**src/rtl/synth_pkg.sv**
```systemverilog
// Shared types and widths for the synthesizer voice-control blocks.
package synth_pkg;

    localparam int NOTE_W = 7;
    localparam int F_IN_W = 8;

    typedef enum logic [1:0] {
        IDLE,
        SCAN,
        DECIDE,
        GAP_WAIT
    } alloc_state_t;

    typedef struct packed {
        logic              on;
        logic [NOTE_W-1:0] note;
    } note_ev_t;

endpackage

```
**src/rtl/voice_allocator_lru_rank.sv**
```systemverilog
// Per-voice recency ranks: 0 = most recently allocated, NVOICES-1 = steal victim.
module lru_rank #(
    parameter int NVOICES = 4
) (
    input  logic                       Clk,
    input  logic                       Reset_n,
    input  logic                       alloc,
    input  logic [$clog2(NVOICES)-1:0] alloc_idx,
    output logic [$clog2(NVOICES)-1:0] victim_idx
);

    localparam int IDX_W = $clog2(NVOICES);

    logic [IDX_W-1:0] rank_q [NVOICES];
    logic [IDX_W-1:0] rank_d [NVOICES];

    always_comb begin
        rank_d     = rank_q;
        victim_idx = '0;
        for (int v = 0; v < NVOICES; v++) begin
            if (rank_q[v] == IDX_W'(NVOICES - 1)) begin
                victim_idx = IDX_W'(v);
            end
            // Only voices more recent than the allocated one age; the set stays a permutation.
            if (alloc) begin
                if (IDX_W'(v) == alloc_idx) begin
                    rank_d[v] = '0;
                end else if (rank_q[v] < rank_q[alloc_idx]) begin
                    rank_d[v] = rank_q[v] + 1'b1;
                end
            end
        end
    end

    always_ff @(posedge Clk or negedge Reset_n) begin
        if (!Reset_n) begin
            for (int v = 0; v < NVOICES; v++) begin
                rank_q[v] <= IDX_W'(v);
            end
        end else begin
            rank_q <= rank_d;
        end
    end

endmodule

```
**src/rtl/voice_allocator.sv**
```systemverilog
// Note-event scheduler: scans the voice pool, then assigns, retriggers or steals a voice.
//   state    | meaning
//   IDLE     | ev_ready high, waiting for an event
//   SCAN     | one voice per cycle, looking for matching and free voices
//   DECIDE   | apply assign / retrigger / steal / release
//   GAP_WAIT | target gate held low so the envelope restarts
module voice_allocator
    import synth_pkg::*;
#(
    parameter int NVOICES = 4,
    parameter int GAP     = 16
) (
    input  logic                          Clk,
    input  logic                          Reset_n,
    input  logic                          ev_valid,
    output logic                          ev_ready,
    input  logic                          ev_on,
    input  logic [NOTE_W-1:0]             ev_note,
    input  logic                          all_off,
    output logic [F_IN_W*NVOICES-1:0]     F_in_o,
    output logic [NVOICES-1:0]            key_on_o,
    output logic [$clog2(NVOICES+1)-1:0]  active_cnt
);

    localparam int IDX_W = $clog2(NVOICES);
    localparam int CNT_W = $clog2(NVOICES + 1);

    alloc_state_t      state_q, state_d;
    note_ev_t          ev_q, ev_d;
    logic [IDX_W-1:0]  scan_idx_q, scan_idx_d;
    logic              match_found_q, match_found_d;
    logic [IDX_W-1:0]  match_idx_q, match_idx_d;
    logic              free_found_q, free_found_d;
    logic [IDX_W-1:0]  free_idx_q, free_idx_d;
    logic [IDX_W-1:0]  target_q, target_d;
    logic [7:0]        gap_cnt_q, gap_cnt_d;
    logic [NOTE_W-1:0] note_q [NVOICES];
    logic [NOTE_W-1:0] note_d [NVOICES];
    logic [NVOICES-1:0] key_on_q, key_on_d;
    logic [CNT_W-1:0]  active_cnt_q, active_cnt_d;

    logic              alloc;
    logic [IDX_W-1:0]  alloc_idx;
    logic [IDX_W-1:0]  victim_idx;

    lru_rank #(.NVOICES(NVOICES)) u_lru_rank (
        .Clk        (Clk),
        .Reset_n    (Reset_n),
        .alloc      (alloc),
        .alloc_idx  (alloc_idx),
        .victim_idx (victim_idx)
    );

    always_comb begin
        state_d       = state_q;
        ev_d          = ev_q;
        scan_idx_d    = scan_idx_q;
        match_found_d = match_found_q;
        match_idx_d   = match_idx_q;
        free_found_d  = free_found_q;
        free_idx_d    = free_idx_q;
        target_d      = target_q;
        gap_cnt_d     = gap_cnt_q;
        note_d        = note_q;
        key_on_d      = key_on_q;
        alloc         = 1'b0;
        alloc_idx     = '0;

        case (state_q)
            IDLE: begin
                if (ev_valid) begin
                    ev_d          = '{on: ev_on, note: ev_note};
                    scan_idx_d    = '0;
                    match_found_d = 1'b0;
                    free_found_d  = 1'b0;
                    state_d       = SCAN;
                end
            end
            SCAN: begin
                if (!match_found_q && key_on_q[scan_idx_q] && note_q[scan_idx_q] == ev_q.note) begin
                    match_found_d = 1'b1;
                    match_idx_d   = scan_idx_q;
                end
                if (!free_found_q && !key_on_q[scan_idx_q]) begin
                    free_found_d = 1'b1;
                    free_idx_d   = scan_idx_q;
                end
                if (scan_idx_q == IDX_W'(NVOICES - 1)) begin
                    state_d = DECIDE;
                end else begin
                    scan_idx_d = scan_idx_q + 1'b1;
                end
            end
            DECIDE: begin
                state_d = IDLE;
                if (ev_q.on) begin
                    alloc = 1'b1;
                    if (match_found_q) begin
                        alloc_idx               = match_idx_q;
                        key_on_d[match_idx_q]   = 1'b0;
                        target_d                = match_idx_q;
                        gap_cnt_d               = 8'(GAP - 1);
                        state_d                 = GAP_WAIT;
                    end else if (free_found_q) begin
                        alloc_idx               = free_idx_q;
                        note_d[free_idx_q]      = ev_q.note;
                        key_on_d[free_idx_q]    = 1'b1;
                    end else begin
                        alloc_idx               = victim_idx;
                        note_d[victim_idx]      = ev_q.note;
                        key_on_d[victim_idx]    = 1'b0;
                        target_d                = victim_idx;
                        gap_cnt_d               = 8'(GAP - 1);
                        state_d                 = GAP_WAIT;
                    end
                end else if (match_found_q) begin
                    key_on_d[match_idx_q] = 1'b0;
                end
            end
            GAP_WAIT: begin
                if (gap_cnt_q == 8'd0) begin
                    key_on_d[target_q] = 1'b1;
                    state_d            = IDLE;
                end else begin
                    gap_cnt_d = gap_cnt_q - 8'd1;
                end
            end
            default: state_d = IDLE;
        endcase

        // Panic wins over everything, including the write a DECIDE cycle would make.
        if (all_off) begin
            key_on_d = '0;
            note_d   = note_q;
            alloc    = 1'b0;
            state_d  = IDLE;
        end

        active_cnt_d = '0;
        for (int v = 0; v < NVOICES; v++) begin
            active_cnt_d = active_cnt_d + CNT_W'(key_on_d[v]);
        end
    end

    always_ff @(posedge Clk or negedge Reset_n) begin
        if (!Reset_n) begin
            state_q       <= IDLE;
            ev_q          <= '0;
            scan_idx_q    <= '0;
            match_found_q <= 1'b0;
            match_idx_q   <= '0;
            free_found_q  <= 1'b0;
            free_idx_q    <= '0;
            target_q      <= '0;
            gap_cnt_q     <= '0;
            for (int v = 0; v < NVOICES; v++) begin
                note_q[v] <= '0;
            end
            key_on_q      <= '0;
            active_cnt_q  <= '0;
        end else begin
            state_q       <= state_d;
            ev_q          <= ev_d;
            scan_idx_q    <= scan_idx_d;
            match_found_q <= match_found_d;
            match_idx_q   <= match_idx_d;
            free_found_q  <= free_found_d;
            free_idx_q    <= free_idx_d;
            target_q      <= target_d;
            gap_cnt_q     <= gap_cnt_d;
            note_q        <= note_d;
            key_on_q      <= key_on_d;
            active_cnt_q  <= active_cnt_d;
        end
    end

    always_comb begin
        ev_ready   = (state_q == IDLE);
        key_on_o   = key_on_q;
        active_cnt = active_cnt_q;
        for (int v = 0; v < NVOICES; v++) begin
            F_in_o[F_IN_W*v +: F_IN_W] = {1'b0, note_q[v]};
        end
    end

endmodule

```
**config.mk**
```make
export PLATFORM = sky130hd
export DESIGN_NAME = voice_allocator
export DESIGN_NICKNAME = d
export VERILOG_FILES = /design/src/rtl/synth_pkg.sv /design/src/rtl/voice_allocator_lru_rank.sv /design/src/rtl/voice_allocator.sv
export SDC_FILE = /design/constraint.sdc
export NUM_CORES = 1
export LEC_CHECK = 0
export BUFFER_PORTS_ARGS = -buffer_cell sky130_fd_sc_hd__buf_2
export CORE_AREA = 2 2 111 113
export CTS_BUF_LIST = sky130_fd_sc_hd__clkbuf_4 sky130_fd_sc_hd__clkbuf_8
export DETAILED_ROUTE_END_ITERATION = 12
export DIE_AREA = 0 0 113 115
export HOLD_SLACK_MARGIN = 0.05
export SLEW_MARGIN = 20
export SYNTH_ARGS = -nofsm -noshare
export SYNTH_HDL_FRONTEND = slang
export SYNTH_SLANG_ARGS = --single-unit
```
**constraint.sdc**
```tcl
create_clock -name Clk -period 3.95 [get_ports Clk]
set_input_delay 0.1975 -clock Clk [delete_from_list [all_inputs] [get_ports Clk]]
set_output_delay 0.1975 -clock Clk [all_outputs]
set_load 0.005 [all_outputs]
```
# Word-level counts from Yosys, hierarchy flattened
# Index checks and enable logic that the tools add are counted.
word_totals:
  reg_bits: 71
  elab_cells: 188
  in_bits: 12
  out_inout_bits: 40
op_classes:
  add_sub_neg: 9
  n_mux: 71
  n_lt_le_gt_ge: 19
  n_bitwise: 12
  n_reduce_logical: 35
  n_eq_ne: 22
op_table:
  columns: ["cell", "n"]
  rows:
  - ["bitwise mux 28 bit", 2]
  - ["two-way mux 2 bit", 27]
  - ["two-way mux 8 bit", 4]
  - ["demux 7 bit (select 2 bit)", 2]
  - ["two-way mux 28 bit", 1]
  - ["two-way mux 7 bit", 4]
  - ["two-way mux 4 bit", 6]
  - ["one-hot mux 8 bit (2 select lines)", 1]
  - ["< comparator 2 x 3 -> 1 bit (second input constant)", 5]
  - ["AND reduction 3 bit", 5]
  - ["binary-select mux 7 bit (select 2 bit)", 1]
  - ["!= test 2 bit (second input constant)", 7]
  - ["AND reduction 2 bit", 7]
  - ["equality test 2 bit (second input constant)", 6]
  - ["greater-or-equal comparator 3 bit (second input constant)", 4]
  - ["two-way mux 1 bit", 12]
  - ["inverter 2 -> 3 bit", 4]
  - ["nonzero test 2 bit", 6]
  - ["adder 2 x 1 -> 2 bit (second input constant)", 5]
  - ["logical AND 1 bit", 9]
  - ["!= test 3 bit (second input constant)", 3]
  - ["bitwise AND 4 bit", 2]
  - ["demux 1 bit (select 2 bit)", 4]
  - ["greater-or-equal comparator 2 x 1 -> 1 bit (second input constant)", 4]
  - ["24 further kinds", 37]

# Longest topological paths before layout
# Gate-level depths: netlist of the first run.
depth:
  depth_word: 18
  depth_mapped: 13
  depth_no_buf: 13

# Hierarchy
# Synthesis of the first run repeated with hierarchy kept, for this count alone.
unflattened:
  hier_cells: 347
  hier_area_um2: 3908.7
modules_own_cells:
  columns: ["module", "instances", "area_each_um2", "seq_area_each_um2", "cells_each"]
  rows:
  - ["voice_allocator", 1, 3193.1, 1576.5, 271]
  - ["lru_rank", 1, 715.7, 205.2, 76]

# Worst setup path after synthesis of the first run
# Ideal clock, no wire load.
synth_timing:
  path_type: "reg-to-reg"
  from: "reg u_lru_rank.rank_q[2] (netlist bit)"
  to: "reg u_lru_rank.rank_q[5] (netlist bit)"
  setup_ns: 0.069
  synth_period_minus_slack_ns: 2.783
  arrival_time_ns: 2.714
  n_path_buf: 1
  required_ns: 3.881
  slack_ns: 1.167
  stages_incl_launch_ff: 12
  path_cell_list: "dfrtp_1 ha_1 or3_1 a31o_1 buf_6 o21ai_0 a22oi_1 ha_1 nand3_1 o21ba_2 a21o_1 nand3_1"
synth_via:
  elab_chain_len: 14
  elab_cells_between_ends: 16
  classes_between: "1 x order compare; 2 x eq/ne; 10 x mux; 1 x bitwise; 2 x reduce/logical"
synth_lines:
  columns: ["item", "line_no", "rtl"]
  rows:
  - ["from (decl)", "voice_allocator_lru_rank.sv:14", "logic [IDX_W-1:0] rank_q [NVOICES];"]
  - ["from (signal, indexed assignment)", "voice_allocator_lru_rank.sv:38", "rank_q[v] <= IDX_W'(v);"]
  - ["from (signal assigned)", "voice_allocator_lru_rank.sv:41", "rank_q <= rank_d;"]
  - ["equality test 2 bit", "voice_allocator_lru_rank.sv:21", "if (rank_q[v] == IDX_W'(NVOICES - 1)) begin"]
  - ["two-way mux 2 bit (2 in series)", "voice_allocator_lru_rank.sv:21", null]
  - ["two-way mux 2 bit", "voice_allocator.sv:104", "end else if (free_found_q) begin"]
  - ["two-way mux 2 bit", "voice_allocator.sv:98", "if (match_found_q) begin"]
  - ["two-way mux 2 bit", "voice_allocator.sv:96", "if (ev_q.on) begin"]
  - ["two-way mux 2 bit", "voice_allocator.sv:69", "case (state_q)"]
  - ["inverter 2 -> 3 bit (implied by the code)", "voice_allocator_lru_rank.sv:28", "end else if (rank_q[v] < rank_q[alloc_idx]) begin"]
  - ["binary-select mux 2 bit (select 2 bit)", "voice_allocator_lru_rank.sv:28", null]
  - ["two-way mux 2 bit (implied by the code) (2 in series)", "voice_allocator_lru_rank.sv:28", null]
  - ["< comparator 2 bit", "voice_allocator_lru_rank.sv:28", null]
  - ["nonzero test 2 bit (no line)", null, null]
  - ["AND reduction 2 bit (no line)", null, null]
# Parallel ways exist; a longest one is shown, timed or not. The select of a mux whose other input is x is not followed.
# A chain may end at the register's enable or synchronous reset.

# Final worst setup path of the first run
layout_timing:
  from: "reg u_lru_rank.rank_q[1] (netlist bit)"
  to: "reg u_lru_rank.rank_q[6] (netlist bit)"
layout_via:
  elab_chain_len: 13
  elab_cells_between_ends: 15
  classes_between: "1 x order compare; 1 x eq/ne; 9 x mux; 1 x bitwise; 3 x reduce/logical"
layout_lines:
  columns: ["item", "line_no"]
  rows:
  - ["equality test 2 bit", "voice_allocator_lru_rank.sv:21"]
  - ["two-way mux 2 bit", "voice_allocator_lru_rank.sv:21"]
  - ["two-way mux 2 bit", "voice_allocator.sv:104"]
  - ["two-way mux 2 bit", "voice_allocator.sv:98"]
  - ["two-way mux 2 bit", "voice_allocator.sv:96"]
  - ["two-way mux 2 bit", "voice_allocator.sv:69"]
  - ["inverter 2 -> 3 bit (implied by the code)", "voice_allocator_lru_rank.sv:28"]
  - ["binary-select mux 2 bit (select 2 bit)", "voice_allocator_lru_rank.sv:28"]
  - ["two-way mux 2 bit (implied by the code) (2 in series)", "voice_allocator_lru_rank.sv:28"]
  - ["< comparator 2 bit", "voice_allocator_lru_rank.sv:28"]
  - ["nonzero test 2 bit (no line)", null]
  - ["AND reduction 2 bit (no line)", null]
# Parallel ways exist; a longest one is shown, timed or not. The select of a mux whose other input is x is not followed.

==> qor.yml, run 1 <==
timing:
  drv_slew: 0
  period_share_pct: 80.0
  finClkSkew_ns: 0.0155
  period_needed_ns: 3.16
  setup_tns_ns: 0
  slew_headroom_pct: 47.8
  clock.fmax_mhz: 316
  setup_viol: 0
  finalHoldViolations: 0
  fin_ws_ns: 0.790
  tightestPinTransition_ns: 0.779
  rsz0062_at_grt: "false"
finish:
  diodes: 0
  n_fill_cell: 1182
  drive_gt1_share_pct: 33.0
  seq_area_mm2: 0.00178
  instances_no_fill: 559
  multi_input_area_mm2: 0.00214
  nets: 433
  fin_util_pct: 38.8
  syn2layout_area_growth_pct: 13.2
global_route:
  antenna_found_initial: 0
  grt_start_max_net_pins: 46
  grt_pass1_vias: 3029
  grt-ovfl-total: 0
  grtUsageTotal_pct: 14.9
  grt_pass1_wl_um: 15300
status:
  violations: "design-rule violations"
  outcome: "finished with violations"
setup_path:
  cp.arrival_ns: 3.40
  path_cells: "ha_1 > nor2_1 > a211o_2 > nand2_1 > o21ai_0 > a22oi_1 > ha_1 > nor2_1 > o21ai_0 > mux2_1"
  critPathSlowestCell: "dfstp_2"
  r2r-start: "u_lru_rank.rank_q[1]"
  path_max_fanout: 8
  max_stage_delay_ns: 0.59
  cp-startpoint: "u_lru_rank.rank_q[1]"
  r2r_slack_ns: 0.79
  worst_setup_path_start_kind: "flip-flop"
  critPathCaptureType: "flip-flop"
  crit_required_ns: 4.19
  worstSetupPathType: "reg -> reg"
drt:
  drc: 1
  ant_nets: 0
  avgRoutedWirePerCell_um: 16.6
  via_per_inst: 5.35
  drt_iter0_markers: 109
  drt_first_pass_iters: 9
  wl_um: 9300
  num_vias: 2992
synth:
  ys.warnings.count: 0
  ys_seq_area_share_pct: 44.0
  synthCells: 361
  synth_ff_type: "dfrtp_1"
  ys_seq_elements: 71
  synth_edf_count: 0
  synthArstFlopShare_pct: 100
  syn_area_per_cell_um2: 11.2
  syn_area_mm2: 0.00405
  netlist-cell-type-count: 70
clocking:
  cts-buffers-inserted: 9
  insertion_delay_ns: 0.36
  clkSinkCount: 71
  clk_pin_slew_worst_paths_ns: 0.09
  h-tree-depth: 3
  clockBufferDepth: 2
  cts_root_buf: "clkbuf_8"
  cts_resized: 0
  tritoncts: "yes"
placement:
  place_ws_ns: 0.853
  place.gp.congestion: 0.826
  portBuffers: 47
  placedCellCount: 542
  dp_hpwl_um: 6570
power_and_ir_drop:
  max-vdd-ir-drop_mv: 0.199
  power_density_mw_per_mm2: 464
  power_leakage_nw: 2.14
die:
  initial_core_util_pct: 34.3
  io_pins: 52
  coreArea_mm2: 0.0118
  fp-row-count: 40
  die_w_um: 113
  die_y_um: 115
  die_area_mm2: 0.0130
flow_run:
  max_cap_viol_count: 0
worst_hold_path:
  hold_path_class: "in -> reg"
  worstHoldStart: "ev_note[4]"
==> path summary, 6_finish.rpt <==
check	cells after the start	to
worst max-delay path	10	u_lru_rank.rank_q[6]
worst min-delay path	2	ev_q[4]
worst max register to register	10	u_lru_rank.rank_q[6]
worst min register to register	1	gap_cnt_q[0]
max in group asynchronous	3	match_idx_q[1]
min in group asynchronous	2	u_lru_rank.rank_q[7]
==> registers in the layout, summed over array words and instances (netlist names) <==
signal             cells
free_idx_q             2
ev_q                   8
scan_idx_q             2
match_idx_q            2
active_cnt             3
target_q               2
state_q                2
gap_cnt_q              8
u_lru_rank.rank_q      8
free_found_q           1
key_on_o               4
match_found_q          1
F_in_o                28
==> cell type report <==
class / count / area share [%]
multi-input cells: 266 / 46.7
flip-flops and latches: 71 / 38.8
repair buffers: 49 / 5.56
well taps: 147 / 4.01
clock buffers: 9 / 2.70
clock inverters: 7 / 1.39
inverters: 10 / 0.818
==> cell usage after synthesis (3+ instances only) <==
cell      instances  area share [%]
nor2b_1          10             1.5
clkbuf_1          6            0.56
o21ai_0          12             1.5
nor3_2            4            0.99
inv_1            10            0.93
buf_4             5            0.93
a211oi_1          5            0.93
nor3b_1           3            0.56
nor3_1           10             1.2
nand2b_1          5            0.77
mux2_2           40              11
ha_1             13             4.0
a21o_1            4            0.74
a31oi_1           4            0.62
o22a_1            3            0.65
nor2_1           25             2.3
a21oi_1          16             2.0
a2111o_1          4             1.1
a22o_1            3            0.65
mux4_2            8             4.4
nand3_1           8            0.99
dfrtp_1          67              41
dfstp_2           4             2.6
xor2_1            4            0.86
xnor2_1           9             1.9
nand2_1          21             1.9
and3_1            3            0.46
o211ai_2          3            0.93
==> cells by family after synthesis <==
kind of cell               count (synthesis)  synth area share [%]
and+or+nand+nor                          110                  15.4
AOI/OAI and AO/OA                         74                  13.4
other                                      1                0.0925
muxes                                     51                  16.4
buffers and inverters                     27                  3.46
adders and majority gates                 14                  4.51
xor gates and xnor gates                  13                  2.81
DFF                                       71                  44.0
==> per-layer routing <==
metal,global-route usage (%),routed length (um),up-vias
met5,0,0,-
met3,3.80,447,12
met2,24.4,4570,66
met4,5.37,132,0
li1,-,-,1429
met1,19.2,4150,1485
==> placed cells by master (no fill, tap or decap), types with 5 or more instances in the layout <==
master	netlist	layout
dfrtp_1	67	67
buf_2	2	46
mux2_2	40	40
nor2_1	25	25
nand2_1	21	21
a21oi_1	16	16
ha_1	13	13
o21ai_0	12	12
inv_1	10	10
nor2b_1	10	10
nor3_1	10	10
xnor2_1	9	9
clkbuf_8	1	9
nand3_1	8	8
mux4_2	8	8
nand2b_1	5	5
a211oi_1	5	5
==> stage by stage <==
stage / area (um^2) / hold slack, ns / power, mW
global route: 4590 / 0.0616 / 2.28
floorplan: 4060 / -0.0981 / 1.43
finish: 4590 / 0.0634 / 2.13
detailed placement: 4390 / 0.435 / 1.57
CTS: 4580 / 0.0558 / 2.14
global placement: 4390 / 0.429 / 1.56
==> report_power, final <==
part           total [mW]  switching (mW)  internal (mW)
clock network       0.566           0.324          0.242
logic               0.566           0.284          0.282
registers           0.998           0.178          0.820
total                2.13           0.786           1.34
==> repair_timing <==
item / in CTS / in global routing
endpoints found under the hold margin: 0 / 40
setup endpoints to repair: 0 / 0
hold buffers: 0 / 1
setup buffers: 0 / 0
==> critical path, delay by kind of cell, from the launching register on <==
family | cells | cell delay (ns)
AO/OA/AOI/OAI | 4 | 1.15
flip-flops | 1 | 0.59
AND/OR/NAND/NOR | 3 | 0.37
adder cells (fa/ha/maj) | 2 | 0.64
multiplexers | 1 | 0.31
(Power assumes the default switching activity.)
==> inputs of run 2 (changes only) <==
==> constraint.sdc (replaced) <==
create_clock -name Clk -period 3.1 [get_ports Clk]
set_input_delay 0.155 -clock Clk [delete_from_list [all_inputs] [get_ports Clk]]
set_output_delay 0.155 -clock Clk [all_outputs]
set_load 0.005 [all_outputs]
==> run 2 against run 1 <==
Against the previous run: the flow still finishes with violations (design-rule violations); global-route usage grew 0.33 points; design area grew 5.1%; critical path type unchanged; highest routed layer unchanged; total power grew 37%.
==> qor.yml, run 2 (synthesized netlist as in run 1, its figures left out) <==
global_route:
  grtUsageTotal_pct: 15.2  # +0.33 points
  grt_pass1_vias: 3102  # +2.4%
  grt_use_met3_pct: 2.90  # -0.90 points
  top_usage_layer: "met2"
  grt-ovfl-total: 0  # unchanged
  grt_start_max_net_pins: 72  # +57%
  grt_util_met2_pct: 25.5  # +1.2 points
  grt_pass1_wl_um: 15600  # +1.5%
  met1_usage_pct: 19.2  # -0.067 points
  antenna_found_initial: 0  # unchanged
timing:
  finClkSkew_ns: 0.0104  # -0.00511 ns
  drv_slew: 0  # unchanged
  setup_viol: 0  # unchanged
  finalHoldViolations: 0  # unchanged
  rsz0062_at_grt: "false"
  clock.fmax_mhz: 346  # +9.2%
  setup_tns_ns: 0  # unchanged
  period_share_pct: 93.3  # +13 points
  period_needed_ns: 2.89  # -0.267 ns
  slew_headroom_pct: 39.3  # -8.4 points
  tightestPinTransition_ns: 0.910  # +0.131 ns
finish:
  nets: 456  # +5.3%
  drive_gt1_share_pct: 34.9  # +1.9 points
  syn2layout_area_growth_pct: 19.0
  n_fill_cell: 1163  # -1.6%
  fin_util_pct: 40.8  # +2.0 points
  final_common_cell: "dfrtp_1"
  diodes: 0  # unchanged
  layout_common_cells: "dfrtp_1 (67), buf_2 (47), mux2_2 (40)"
  largest_register_ffs: 28  # unchanged
drt:
  avgRoutedWirePerCell_um: 16.0  # -3.9%
  ant_nets: 0  # unchanged
  drt_iter0_markers: 113  # +3.7%
  drt_first_pass_iters: 8  # -1
  wl_um: 9300  # about the same
  via_per_inst: 5.32  # -0.65%
  drc: 1  # unchanged
  num_vias: 3095  # +3.4%
power_and_ir_drop:
  switchingPower_mw: 0.984  # +25%
  power_leakage_nw: 2.27  # +6.3%
  p_int_mw: 1.93  # +44%
  seq_power_share_pct: 42.6  # -4.3 points
  max-vdd-ir-drop_mv: 0.289  # +45%
  switching_share_pct: 33.7  # -3.1 points
  power_density_mw_per_mm2: 604  # +30%
  pwr-share-clk_pct: 29.7  # +3.1 points
  combPwrFrac_pct: 27.7  # +1.1 points
setup_path:
  path_cells: "ha_1 > nand2b_2 > a211o_2 > and2_1 > o21ai_0 > a22oi_1 > buf_4 > ha_1 > nand3_1 > o21ba_2 > a21o_1 > nand3_1"
  critPathCaptureType: "flip-flop"
  worstSetupPathType: "reg -> reg"
  crit_family: "compound AO/OA/AOI/OAI gates"
  crit_required_ns: 3.40  # -0.79 ns
  r2r-start: "u_lru_rank.rank_q[4]"
  cp-startpoint: "u_lru_rank.rank_q[4]"
  critPathSlowestCell: "dfstp_2"
  worst_setup_path_start_kind: "flip-flop"
  cp.arrival_ns: 3.19  # -0.21 ns
  max_stage_delay_ns: 0.58  # about the same
  crit_buf_inv: 1  # +1
  path_max_fanout: 6  # -2
die:
  die_w_um: 113  # unchanged
  initial_core_util_pct: 34.3  # unchanged
  die_area_mm2: 0.0130  # unchanged
  die_y_um: 115  # unchanged
  io_pins: 52  # unchanged
  fp-row-count: 40  # unchanged
  coreArea_mm2: 0.0118  # unchanged
clocking:
  insertion_delay_ns: 0.36  # about the same
  clk_pin_slew_worst_paths_ns: 0.08  # about the same
  post_cts_buffers: 0  # unchanged
  h-tree-depth: 3  # unchanged
  cts-buffers-inserted: 9  # unchanged
  tritoncts: "yes"
  cts_root_buf: "clkbuf_8"
  clkSinkCount: 71  # unchanged
  clockBufferDepth: 2  # unchanged
placement:
  dp_hpwl_um: 6640  # +1.1%
  portBuffers: 47  # unchanged
  place.gp.congestion: 0.869  # +5.2%
worst_hold_path:
  worstHoldStart: "ev_valid"
  hold_path_class: "in -> reg"
status:
  outcome: "finished with violations"
  violations: "design-rule violations"
flow_run:
  max_cap_viol_count: 0  # unchanged
-- run 2: power by group through the flow --
stage	combinational (mW)	clock [mW]	sequential [mW]
6_report	0.806	0.867	1.24
5_1_grt	0.903	0.921	1.27
4_1_cts	0.809	0.885	1.24
3_5_place_dp	0.796	0	1.26
3_3_place_gp	0.787	0	1.25
2_1_floorplan	0.646	0	1.17
-- run 2: layout make-up --
cell class | instances | area, um^2 | share of cell area [%]
clock buffer | 10 | 138 | 2.85
clock inverter | 6 | 91.3 | 1.89
inverter | 10 | 37.5 | 0.778
multi-input combinational | 266 | 2140 | 44.5
sequential | 71 | 1780 | 36.9
tap | 147 | 184 | 3.81
timing repair buffer | 72 | 445 | 9.24
-- run 2: path summary, 6_finish.rpt --
kind	endpoint	slack [ns]	cells past startpoint
worst max-delay path	u_lru_rank.rank_q[5]	0.21	12
min in group asynchronous	u_lru_rank.rank_q[5]	0.52	3
max in group asynchronous	F_in_o[22]	1.95	3
worst min-delay path	state_q[0]	0.11	3
worst min register to register	gap_cnt_q[0]	0.51	1
worst max register to register	u_lru_rank.rank_q[5]	0.21	12
-- run 2: tightest hold or removal path, delay by kind of cell --
kind	cells	cell delay, ns
buf+inv	1	0.10
simple gates	2	0.15
-- run 2: timing repair --
item                                    4_1_cts  5_1_grt
hold buffers                                  9        0
endpoints found under the hold margin        14        0
gates resized for setup                       0        1
endpoints found under the setup margin        0        1
-- run 2: layer usage --
| metal | share of wire [%] | up-vias |
|---|---|---|
| met4 | 2.2 | 0 |
| met1 | 45 | 1525 |
| met2 | 48 | 79 |
| met3 | 5.0 | 15 |
| met5 | 0 | - |
| li1 | - | 1476 |
-- run 2: metrics by stage --
stage	instance area, um^2	power, mW	cells	hold WS [ns]	setup WS, ns
global route	4820	3.09	582	0.138	0.0395
global placement	4500	2.04	557	0.386	0.269
finish	4820	2.91	582	0.107	0.207
floorplan	4060	1.82	364	-0.141	0.317
CTS	4820	2.94	582	0.0965	0.181
detailed placement	4500	2.06	557	0.392	0.225
==> inputs of run 3 (changes only) <==
--- a/config.mk
+++ b/config.mk
@@ -15,3 +15,4 @@
 export SYNTH_ARGS = -nofsm -noshare
 export SYNTH_HDL_FRONTEND = slang
 export SYNTH_SLANG_ARGS = --single-unit
+export TNS_END_PERCENT = 100
==> constraint.sdc (replaced) <==
create_clock -name Clk -period 2.75 [get_ports Clk]
set_input_delay 0.1375 -clock Clk [delete_from_list [all_inputs] [get_ports Clk]]
set_output_delay 0.1375 -clock Clk [all_outputs]
set_load 0.005 [all_outputs]
==> run 3 against run 2 <==
Against the previous run: the flow still finishes with violations (design-rule violations); die area did not move; first-iteration DRC count rose by 49%; hold slack improved by 0.0019 ns; non-clock buffer count rose by 24; final cell count rose by 4.1%; largest cell class unchanged; highest routed layer unchanged.
==> qor.yml, run 3 (synthesized netlist as in run 1, its figures left out) <==
timing:
  whs_ns: 0.109  # +0.00189 ns
  period_share_pct: 94.8  # +1.5 points
  rsz0062_at_grt: "true"
  period_needed_ns: 2.61  # -0.285 ns
  tightestPinTransition_ns: 0.700  # -0.210 ns
  finClkSkew_ns: 0.00773  # -0.00264 ns
  slew_headroom_pct: 53.4  # +14 points
  drv_slew: 0  # unchanged
  finalHoldViolations: 0  # unchanged
  setup_viol: 0  # unchanged
  clock.fmax_mhz: 383  # +11%
finish:
  multi_input_area_mm2: 0.00222  # +3.4%
  fin_area_mm2: 0.00502  # +4.1%
  layout_common_cells: "dfrtp_1 (67), buf_2 (47), mux2_2 (40), buf_4 (40), nor2_1 (24)"
  nets: 480  # +5.3%
  seq_area_mm2: 0.00178  # unchanged
  diodes: 0  # unchanged
  n_fill_cell: 1147  # -1.4%
  syn2layout_area_growth_pct: 23.8
  drive_gt1_share_pct: 40.5  # +5.6 points
  largest_register_ffs: 28  # unchanged
  final_common_cell: "dfrtp_1"
global_route:
  antenna_found_initial: 0  # unchanged
  grtUsageTotal_pct: 15.6  # +0.38 points
  grt_start_max_net_pins: 32  # -56%
  grt_pass1_vias: 3196  # +3.0%
  grt-ovfl-total: 0  # unchanged
  grt_pass1_wl_um: 16000  # +3.1%
placement:
  dpl_cell_area_mm2: 0.00463  # +2.9%
  dp_hpwl_um: 6940  # +4.5%
  place.gp.congestion: 0.860  # -0.99%
  portBuffers: 47  # unchanged
setup_path:
  r2r-start: "u_lru_rank.rank_q[2]"
  worst_setup_path_start_kind: "flip-flop"
  path_max_fanout: 4  # -2
  critPathCaptureType: "flip-flop"
  crit_required_ns: 3.02  # -0.38 ns
  cp.arrival_ns: 2.88  # -0.31 ns
  cp-startpoint: "u_lru_rank.rank_q[2]"
  worstSetupPathType: "reg -> reg"
  r2r_slack_ns: 0.14  # -0.07 ns
die:
  die_area_mm2: 0.0130  # unchanged
  die_w_um: 113  # unchanged
  initial_core_util_pct: 34.3  # unchanged
  coreArea_mm2: 0.0118  # unchanged
  fp-row-count: 40  # unchanged
  io_pins: 52  # unchanged
  die_y_um: 115  # unchanged
clocking:
  insertion_delay_ns: 0.35  # about the same
  h-tree-depth: 3  # unchanged
  cts-buffers-inserted: 9  # unchanged
  tritoncts: "yes"
  clk_pin_slew_worst_paths_ns: 0.08  # about the same
  cts_root_buf: "clkbuf_8"
  clkSinkCount: 71  # unchanged
  clockBufferDepth: 2  # unchanged
drt:
  drc: 1  # unchanged
  avgRoutedWirePerCell_um: 15.9  # -0.38%
  num_vias: 3200  # +3.4%
  ant_nets: 0  # unchanged
  wl_um: 9640  # +3.7%
  drt_iter0_markers: 168  # +49%
  via_per_inst: 5.28  # -0.70%
  drt_first_pass_iters: 8  # unchanged
flow_run:
  max_cap_viol_count: 0  # unchanged
power_and_ir_drop:
  power_leakage_nw: 2.37  # +4.3%
  power_density_mw_per_mm2: 646  # +6.8%
  max-vdd-ir-drop_mv: 0.304  # +5.2%
status:
  violations: "design-rule violations"
  outcome: "finished with violations"
worst_hold_path:
  worstHoldStart: "ev_valid"
  hold_path_class: "in -> reg"
==> run 3: cell count changes in the layout (fill, tap and decap cells not counted), moves of 2 or more <==
cell	delta
clkinv_4	-2
clkbuf_4	+2
clkinvlp_4	+2
buf_4	+24
ha_1	-4
bufinv_16	-2
o21ai_1	+5
ha_4	+3
o21ai_0	-5
==> run 3: final timing paths <==
kind / end / cells past startpoint
setup / recovery: u_lru_rank.rank_q[7] / 12
hold / removal: state_q[0] / 3
setup reg to reg: u_lru_rank.rank_q[7] / 12
hold reg to reg: gap_cnt_q[0] / 1
max in group asynchronous: u_lru_rank.rank_q[4] / 3
min in group asynchronous: gap_cnt_q[2] / 2
==> run 3: critical path: stages, from the launching register on <==
cell     delay [ns]
dfrtp_1        0.40
ha_2           0.21
or3_4          0.39
a31o_4         0.25
mux2i_1        0.15
o21ai_1        0.09
a22oi_2        0.22
ha_1           0.30
nor2_2         0.12
nand2_1        0.08
nor3_1         0.13
a21oi_1        0.05
o21ai_0        0.14
==> run 3: per-layer routing <==
layer | part of all wire, % | vias to the layer above | track usage [%] | routed length (um)
met5 | 0 | - | 0 | 0
met4 | 2.2 | 0 | 6.42 | 208
met3 | 3.8 | 18 | 3.85 | 369
met2 | 48 | 70 | 25.1 | 4670
met1 | 46 | 1591 | 20.2 | 4400
li1 | - | 1521 | - | -
==> run 3: where the power goes <==
group | leakage, nW | switching (mW) | internal (mW) | total [mW]
Combinational | 1.34 | 0.502 | 0.590 | 1.09
Sequential | 0.938 | 0.213 | 1.18 | 1.39
Clock | 0.0866 | 0.408 | 0.348 | 0.756
==> run 3: metrics by stage <==
| step | std cells | util [%] | TNS, ns | power, mW | setup slack [ns] |
|---|---|---|---|---|---|
| 2_1_floorplan | 364 | - | 0 | 2.05 | 0.0556 |
| 3_3_place_gp | 574 | 39.2 | 0 | 2.42 | 0.0745 |
| 3_5_place_dp | 574 | 39.2 | 0 | 2.42 | 0.00464 |
| 4_1_cts | 600 | 41.6 | 0 | 3.22 | 0.00655 |
| 5_1_grt | 606 | 42.5 | -0.0424 | 3.47 | -0.0190 |
| 6_report | 606 | 42.5 | 0 | 3.24 | 0.142 |
==> run 3: repair_timing <==
| item | 4_1_cts | 5_1_grt |
|---|---|---|
| buffers inserted | 1 | 6 |
| hold buffers | 9 | 0 |
| pin swaps | 4 | 5 |
| gates resized for setup | 3 | 12 |
| endpoints found under the hold margin | 37 | 0 |
| endpoints found under the setup margin | 3 | 10 |
==> run 3: layout make-up <==
type	count	share of cell area [%]
flip-flops and latches	71	35.5
clock inverters	5	0.673
repair buffers	96	12.5
clock buffers	11	2.77
multi-input cells	266	44.2
well taps	147	3.66
inverters	10	0.748
